### src/rtl/mult_pkg.sv
// Shared types and constants for the sequential shift-add multiplier.
package mult_pkg;

  localparam int LARGURA_PADRAO = 16;
  localparam int CONT_W         = $clog2(LARGURA_PADRAO);

  typedef enum logic [1:0] {
    OCIOSO = 2'd0,
    CALC   = 2'd1,
    PRONTO = 2'd2
  } estado_t;

endpackage

### src/rtl/multiplicador_seq_if.sv
// ALU-side bus of the multiplier: launch request, operands, product and status.
interface multiplicador_seq_if
  import mult_pkg::*;
#(
  parameter int LARGURA = LARGURA_PADRAO
);

  // Handshake: a rising edge of the level signal ini launches one operation
  // unless one is already running; pronto pulses for exactly one cycle when
  // res_low/res_high carry the new product, which then holds until the next
  // completion. ocupado is high while the multiply bits are being retired.
  logic               ini;
  logic [LARGURA-1:0] operando1;
  logic [LARGURA-1:0] operando2;
  logic [LARGURA-1:0] res_low;
  logic [LARGURA-1:0] res_high;
  logic               ocupado;
  logic               pronto;
  estado_t            estado;

  modport master (
    output ini, operando1, operando2,
    input  res_low, res_high, ocupado, pronto, estado
  );

  modport slave (
    input  ini, operando1, operando2,
    output res_low, res_high, ocupado, pronto, estado
  );

endinterface

### src/rtl/multiplicador_seq_detector_borda.sv
// Rising-edge detector for the ALU start level; ini_d resets low so a level
// already high out of reset counts as a start.
module detector_borda (
    input  logic clock,
    input  logic reset,
    input  logic ini,
    output logic inicio
);

    logic ini_d;

    always_ff @(posedge clock or posedge reset) begin
        if (reset) begin
            ini_d <= 1'b0;
        end else begin
            ini_d <= ini;
        end
    end

    assign inicio = ini & ~ini_d;

endmodule

### src/rtl/multiplicador_seq.sv
// Sequential shift-add multiplier, one multiplier bit retired per clock.
// Define MULT_SIGNED_EN for two's-complement operands (sign-magnitude core).
module multiplicador_seq
    import mult_pkg::*;
#(
    parameter int LARGURA = LARGURA_PADRAO
) (
    input logic                clock,
    input logic                reset,
    multiplicador_seq_if.slave bus
);

    localparam int CW = (LARGURA > 1) ? $clog2(LARGURA) : 1;

    estado_t               estado;
    estado_t               estado_prox;
    logic                  inicio;
    logic                  carregar;
    logic                  ultimo;
    logic [CW-1:0]         cont;
    logic [LARGURA-1:0]    mcd;
    logic [LARGURA-1:0]    mlt;
    logic [2*LARGURA-1:0]  acc;
    logic [2*LARGURA-1:0]  acc_prox;
    logic [2*LARGURA-1:0]  produto;
    logic [2*LARGURA-1:0]  res;
    logic [LARGURA:0]      soma;
    logic [LARGURA-1:0]    op1_ent;
    logic [LARGURA-1:0]    op2_ent;

    detector_borda u_detector_borda (
        .clock  (clock),
        .reset  (reset),
        .ini    (bus.ini),
        .inicio (inicio)
    );

    always_ff @(posedge clock or posedge reset) begin
        if (reset) begin
            estado <= OCIOSO;
        end else begin
            estado <= estado_prox;
        end
    end

    always_comb begin
        estado_prox = estado;
        carregar    = 1'b0;
        case (estado)
            OCIOSO: begin
                if (inicio) begin
                    carregar    = 1'b1;
                    estado_prox = CALC;
                end
            end
            CALC: begin
                if (ultimo) begin
                    estado_prox = PRONTO;
                end
            end
            PRONTO:  estado_prox = OCIOSO;
            default: estado_prox = OCIOSO;
        endcase
    end

    assign ultimo = (cont == CW'(LARGURA - 1));

    // Add into the upper half with one extra carry bit, then shift the
    // whole {carry, acc} right by one.
    assign soma     = {1'b0, acc[2*LARGURA-1:LARGURA]} + {1'b0, (mlt[0] ? mcd : {LARGURA{1'b0}})};
    assign acc_prox = {soma, acc[LARGURA-1:1]};

`ifdef MULT_SIGNED_EN
    logic sinal;

    assign op1_ent = bus.operando1[LARGURA-1] ? -bus.operando1 : bus.operando1;
    assign op2_ent = bus.operando2[LARGURA-1] ? -bus.operando2 : bus.operando2;
    assign produto = sinal ? -acc_prox : acc_prox;

    always_ff @(posedge clock or posedge reset) begin
        if (reset) begin
            sinal <= 1'b0;
        end else if (carregar) begin
            sinal <= bus.operando1[LARGURA-1] ^ bus.operando2[LARGURA-1];
        end
    end
`else
    assign op1_ent = bus.operando1;
    assign op2_ent = bus.operando2;
    assign produto = acc_prox;
`endif

    always_ff @(posedge clock or posedge reset) begin
        if (reset) begin
            mcd  <= '0;
            mlt  <= '0;
            acc  <= '0;
            cont <= '0;
            res  <= '0;
        end else if (carregar) begin
            mcd  <= op1_ent;
            mlt  <= op2_ent;
            acc  <= '0;
            cont <= '0;
        end else if (estado == CALC) begin
            acc  <= acc_prox;
            mlt  <= mlt >> 1;
            cont <= cont + CW'(1);
            if (ultimo) begin
                res <= produto;
            end
        end
    end

    assign bus.res_low  = res[LARGURA-1:0];
    assign bus.res_high = res[2*LARGURA-1:LARGURA];
    assign bus.ocupado  = (estado == CALC);
    assign bus.pronto   = (estado == PRONTO);
    assign bus.estado   = estado;

endmodule
### src/flat_wrapper.sv
// flat-port wrapper written by rule: the top's interface ports become plain ports
module multiplicador_seq_flat import mult_pkg::*;
#(
    parameter int LARGURA = LARGURA_PADRAO
)
  (clock, reset, bus_ini, bus_operando1, bus_operando2, bus_res_low, bus_res_high, bus_ocupado, bus_pronto, bus_estado);
  multiplicador_seq_if #(.LARGURA(LARGURA)) bus_i ();
  input logic clock;
  input logic reset;
  input wire logic [$bits(bus_i.ini)-1:0] bus_ini;
  input wire logic [$bits(bus_i.operando1)-1:0] bus_operando1;
  input wire logic [$bits(bus_i.operando2)-1:0] bus_operando2;
  output wire logic [$bits(bus_i.res_low)-1:0] bus_res_low;
  output wire logic [$bits(bus_i.res_high)-1:0] bus_res_high;
  output wire logic [$bits(bus_i.ocupado)-1:0] bus_ocupado;
  output wire logic [$bits(bus_i.pronto)-1:0] bus_pronto;
  output wire logic [$bits(bus_i.estado)-1:0] bus_estado;
  assign bus_i.ini = bus_ini;
  assign bus_i.operando1 = bus_operando1;
  assign bus_i.operando2 = bus_operando2;
  assign bus_res_low = bus_i.res_low;
  assign bus_res_high = bus_i.res_high;
  assign bus_ocupado = bus_i.ocupado;
  assign bus_pronto = bus_i.pronto;
  assign bus_estado = bus_i.estado;
  multiplicador_seq #(.LARGURA(LARGURA)) u_core (.clock(clock), .reset(reset), .bus(bus_i));
endmodule
### config.mk
export PLATFORM = sky130hd
export DESIGN_NAME = multiplicador_seq_flat
export DESIGN_NICKNAME = d
export VERILOG_FILES = /design/src/rtl/mult_pkg.sv /design/src/rtl/multiplicador_seq_if.sv /design/src/rtl/multiplicador_seq_detector_borda.sv /design/src/rtl/multiplicador_seq.sv /design/src/flat_wrapper.sv
export SDC_FILE = /design/constraint.sdc
export NUM_CORES = 1
export LEC_CHECK = 0
export ABC_CLOCK_PERIOD_IN_PS = 7200
export CAP_MARGIN = 20
export CORE_AREA = 2 2 141 143
export CTS_BUF_LIST = sky130_fd_sc_hd__clkbuf_16
export DETAILED_ROUTE_END_ITERATION = 12
export DIE_AREA = 0 0 143 145
export GPL_ROUTABILITY_DRIVEN = 0
export SLEW_MARGIN = 20
export SYNTH_ARGS = -nofsm -noshare
export SYNTH_HDL_FRONTEND = slang
export SYNTH_SLANG_ARGS = --single-unit
### constraint.sdc
create_clock -name clock -period 7.2 [get_ports clock]
set_clock_uncertainty 0.15 [all_clocks]
set_input_delay 2.16 -clock clock [delete_from_list [all_inputs] [get_ports clock]]
set_output_delay 2.16 -clock clock [all_outputs]
set_load 0.03 [all_outputs]
# Word-level counts from Yosys, hierarchy flattened
# Cells that the tools add are included.
# totals
in_bits	35
register_bits	103
output_inout_bits	36
elab_cells	33
# classes
reduce_logical	4
n_eq_ne	5
muxes	12
add_sub_neg	2
bitwise	3
# op_table
operator	count
$mux 32	2
$mux 16	3
$add 16x16->17	1
$mux 4	2
$add 4x1->4 const B	1
$eq 4x4->1 const B	1
$mux 2	2
$ne 2x1->1 const B	2
$pmux 2 s2	1
$reduce_and 3->1	1
$eq 2x1->1 const B	1
$eq 2x2->1 const B	1
$logic_not 2->1	1
$mux 1	2
$not 1->1	2
$reduce_and 2->1	1
$reduce_bool 2->1	1
$and 1x1->1	1

# Depth between registers and ports, before layout
# logic_depth
depth_word	6
mapped_depth	10
mapped_depth_nobuf	9

# Modules after synthesis
# A second synthesis with hierarchy kept.
# hier_totals
cells_unflattened	519
area_unflattened_um2	5042.3
# by_module_without_submodules
mod	instances	seq_area_each_um2	area_per_inst_um2	cells_per_inst
multiplicador_seq	1	2527.4	4999.8	516
detector_borda	1	25.0	42.5	3

# Least setup slack after synthesis
# No wires, ideal clock.
# synth_path
kind	register to output
start	register u_core.estado[1], in the netlist u_core.bus.estado[1]
end	output port bus_ocupado
setup_slack_ps	3479
arrival_ps	1411
path_buffers	2
path_stages_with_launch	5
path_cell_list	dfrtp_1 nand2b_1 buf_2 inv_2 clkbuf_1
# synth_via
elab_chain_len	1
# synth_lines
element	line_no	text
start, declared	multiplicador_seq.sv:15	estado_t estado;
start signal, assigned	multiplicador_seq.sv:42	estado <= estado_prox;
$eq 2x1->1	multiplicador_seq.sv:117	assign bus.ocupado = (estado == CALC);
end, declared	flat_wrapper.sv:15	output wire logic [$bits(bus_i.ocupado)-1:0] bus_ocupado;
# No other way between the ends.

# Final worst setup path
# Same ends and word-level chain as after synthesis.

==> results.md <==
- During synthesis, Yosys emitted a total of 0 warnings.
- Counting flops with a built-in enable in the synthesized netlist gives 0.
- Counting every sink on the clock net gives 102.
- For this run, the total global-route usage over all layers was measured as a little over a tenth.
- The clock tree synthesis step divided the H-tree into 3 levels.
- The net count of the finished layout is roughly 630.
- The residual DRC count is 0.
- Ranked by instance count, the synthesized netlist is headed by nand2_1 (191), dfrtp_1 (102), nand3_1 (37).
- The worst min-delay path category is reg2reg.
- The floorplan step set the die height to 145 µm.
- Buffers inserted during clock tree synthesis total 9.
- The total setup violations reported at the end of the flow is 0.
- Summing every instance area after synthesis gives 0.00474 mm².
- The number of global-route vias before repair is roughly 3600.
- The post-layout minimum cycle time is 5.28 ns.
- For this run, the share of the core covered by cells in the final layout is 31.2%.
- Once placement finished, the instance area stood at around 0.0057 mm².
- The detailed placement HPWL is approximately 7400 µm.
- The largest area contributor in the netlist is dfrtp_1.
- The maximum fanout along the worst path is 47.
- The count of final hold-check violations is 0.
- The async set-or-reset flop fraction in the synthesized netlist is 100%.
- The post-route netlist has under 10% of its cells at a drive strength greater than 1.
- In the post-synthesis netlist, the cell with the most instances is nand2_1.
- The clock latency at the later pin of the worst-skew pair is 0.35 ns.
- At the worst endpoint, the required time is slightly below 5 ns.
- The timing-limited maximum frequency is ~190 MHz.
- The total congestion overflow after global routing is 0.
- For this design the ratio of total power to cell area is about 450 mW/mm².
- The number of vias after detailed routing is roughly 3500.
- Yosys attributes the largest share of cell area to dfrtp_1 (54%), nand2_1 (15%), ha_1 (4.5%).
- Compared with the post-synthesis result, the final layout area differs by 26.5%.
- The worst setup path is captured at a primary output.
- The total iterations of the first detailed-routing run is 4.
- The first routing iteration left between 150 and 200 violations.
- TritonCTS built the clock tree.
- The via density per instance is 4.18.
- The flow ran to the end, and the final reports show no timing, DRC or antenna violations.
- The final layout contains routed wiring with a total length of 10400 µm.
- The core region is between 0.015 and 0.02 mm².
- The count of buffers added on input and output ports is 70.
- The launch instance of the worst register-to-register path is u_core.mlt[0]$_DFFE_PP0P_.
- The repair_antennas step left the layout with diodes totalling 0.
- The remaining number of nets flagged by the antenna check after routing is 0.
- The multi-input combinational cells in the finished layout cover a total of about 0.0021 mm².
- In this design, the stage delay of the slowest critical-path cell is ~0.8 ns.
- The sort of element at the start of the critical path is a flip-flop.
- The slowest cell on the critical path is clkdlybuf4s50_1.
- The cell leakage power is approximately 2.8 nW.
- In the synthesized netlist, the number of instances is approximately 520.
- The number of antenna violations at the first check in global routing is 0.
- Setup repair after global routing left no endpoint under its margin.
- The post-CTS setup buffer count is 0.
- The signal on the critical path passes through nand2b_2, inv_2, clkdlybuf4s50_1.
- After synthesis the netlist holds a flip-flop and latch count of around 100.
- The number of max-cap violations is 0.
- The data arrival time of the worst path is 2.97 ns.
- In this run the core area contains ~50 standard-cell rows.
- The number of nets in the synthesized netlist is ~580.
- The final critical-path share of the clock period is between 70% and 80%.
- The startpoint of the most critical setup path is u_core.bus.estado[1]$_DFFE_PP0P_.
- The number of unique standard cell types used by synthesis is 41.
- For the final routed database, the setup TNS stands at 0 ns.
- Entering global routing, the biggest net connects between 50 and 60 pins.
- In this run, post-CTS hold repair placed 0 buffers.
- Summing all non-filler instances in the final layout gives an area of 0.00600 mm².
- Each instance of the synthesized netlist takes up on average 9.08 µm².
- At the pin with the least slew margin, the transition time is roughly 0.9 ns.
- The per-cell routed wire length is approximately 12 µm.
- The start-to-end type of the worst setup path is reg2out.
- Once the clock tree was built, the resizer swapped 0 gates to a different size.
- In this run the count of I/O pins placed on the die edge is 71.
- The floorplan step defined a die boundary enclosing between 0.02 and 0.025 mm².
- After clock tree synthesis, the clock-pin slew on the worst setup and hold paths is around 0.070 ns.
- After synthesis, flip-flops and latches occupy a little over half of the total area.
- No sink is reached through more buffers than the 2 on the longest clock path.
- The first global-routing pass estimated around 18000 µm of wire.
- In this run the biggest area consumer among cell types represents a little over half of the synthesized area.
- The final number of max-transition violations was 0.
- IR analysis of the VDD net gives a maximum drop of 0.000126 V.
- From left edge to right edge, the die measures 143 µm.
- The filler cell count in the final layout is ~2000.
- The root buffer selected by CTS is clkbuf_16.
- The smallest hold slack is 0.317 ns.
- Once the floorplan was initialized, standard cells occupied roughly a quarter of the core.
- The most used flip-flop cell after synthesis is dfrtp_1.
- The worst-case headroom to the max-slew limit is 39.9%.
- Summing all flip-flop and latch instances after layout gives about 0.0026 mm².
- The critical hold path startpoint is u_core.mcd[9]$_DFFE_PP0P_.
[flip-flops by register name (all words and copies together), names as in the netlist]
signal,flops
u_core.acc,31
u_core.bus.estado,2
u_core.cont,4
u_core.mcd,16
u_core.mlt,16
u_core.res,32
u_core.u_detector_borda.ini_d,1
[routing by layer]
layer	track usage, %	vias to the layer above	share of wire, %
met5	0	-	0
met4	3.71	0	1.2
met3	1.68	8	2.5
met2	15.0	62	43
met1	16.5	1627	53
li1	-	1851	-
[through the flow]
| stage | setup WS [ns] | power, mW | instances |
|---|---|---|---|
| floorplan | 2.21 | 1.82 | 522 |
| global placement | 2.27 | 2.21 | 833 |
| detailed placement | 2.24 | 2.23 | 833 |
| CTS | 1.86 | 2.71 | 849 |
| global route | 1.67 | 2.90 | 849 |
| finish | 1.92 | 2.67 | 849 |
[critical path, delay by kind of cell (launching register included)]
family / cells / cell delay (ns)
buffers and inverters: 2 / 1.55
and+or+nand+nor: 1 / 0.63
DFF: 1 / 0.43
[cell type report]
type                            count  share of cell area, %
Sequential cell                   102                   42.6
Timing Repair Buffer               74                   12.2
Inverter                            7                  0.480
Tap cell                          265                   5.53
Clock buffer                        9                   3.76
Multi-Input combinational cell    385                   34.4
Clock inverter                      7                   1.06
[layout by cell type (no fill, tap or decap), drive strengths merged, types with 2 or more instances in the layout]
cell type	netlist	layout
a21o	3	3
a21oi	14	14
a22oi	15	15
a31oi	4	4
and2	17	17
buf	7	4
clkbuf	21	9
clkdlybuf4s50	0	70
clkinv	0	2
dfrtp	102	102
ha	17	17
inv	7	11
nand2	191	191
nand3	38	38
nand4	2	2
nor2	13	13
nor2b	3	3
o211ai	4	4
o21ai	33	33
o21bai	2	2
o22ai	2	2
o31ai	4	4
xnor2	7	7
xor2	5	5
[power by group]
group	leakage (nW)	internal, mW	switching [mW]
combinational	1.43	0.471	0.742
clock	0.142	0.243	0.229
sequential	1.24	0.829	0.157
[cell families after synthesis]
| group | after synthesis | synth area share (%) |
|---|---|---|
| AND/OR/NAND/NOR | 271 | 24.5 |
| flip-flops | 102 | 53.8 |
| buffers and inverters | 35 | 2.85 |
| XOR/XNOR | 12 | 2.22 |
| adder cells (fa/ha/maj) | 18 | 4.91 |
| AO/OA/AOI/OAI | 83 | 11.5 |
| multiplexers | 1 | 0.211 |
[worst paths after layout]
kind / to / depth (start not counted) / slack [ns]
max in group asynchronous: u_core.res[18]$_DFFE_PP0P_ / 3 / 3.71
setup / recovery: bus_ocupado / 3 / 1.92
min in group asynchronous: u_core.res[1]$_DFFE_PP0P_ / 2 / 2.06
hold reg to reg: u_core.mcd[9]$_DFFE_PP0P_ / 2 / 0.32
hold / removal: u_core.mcd[9]$_DFFE_PP0P_ / 2 / 0.32
setup reg to reg: u_core.acc[29]$_DFFE_PP0P_ / 9 / 4.28
No activity file was read; power rests on OpenSTA's default activity.
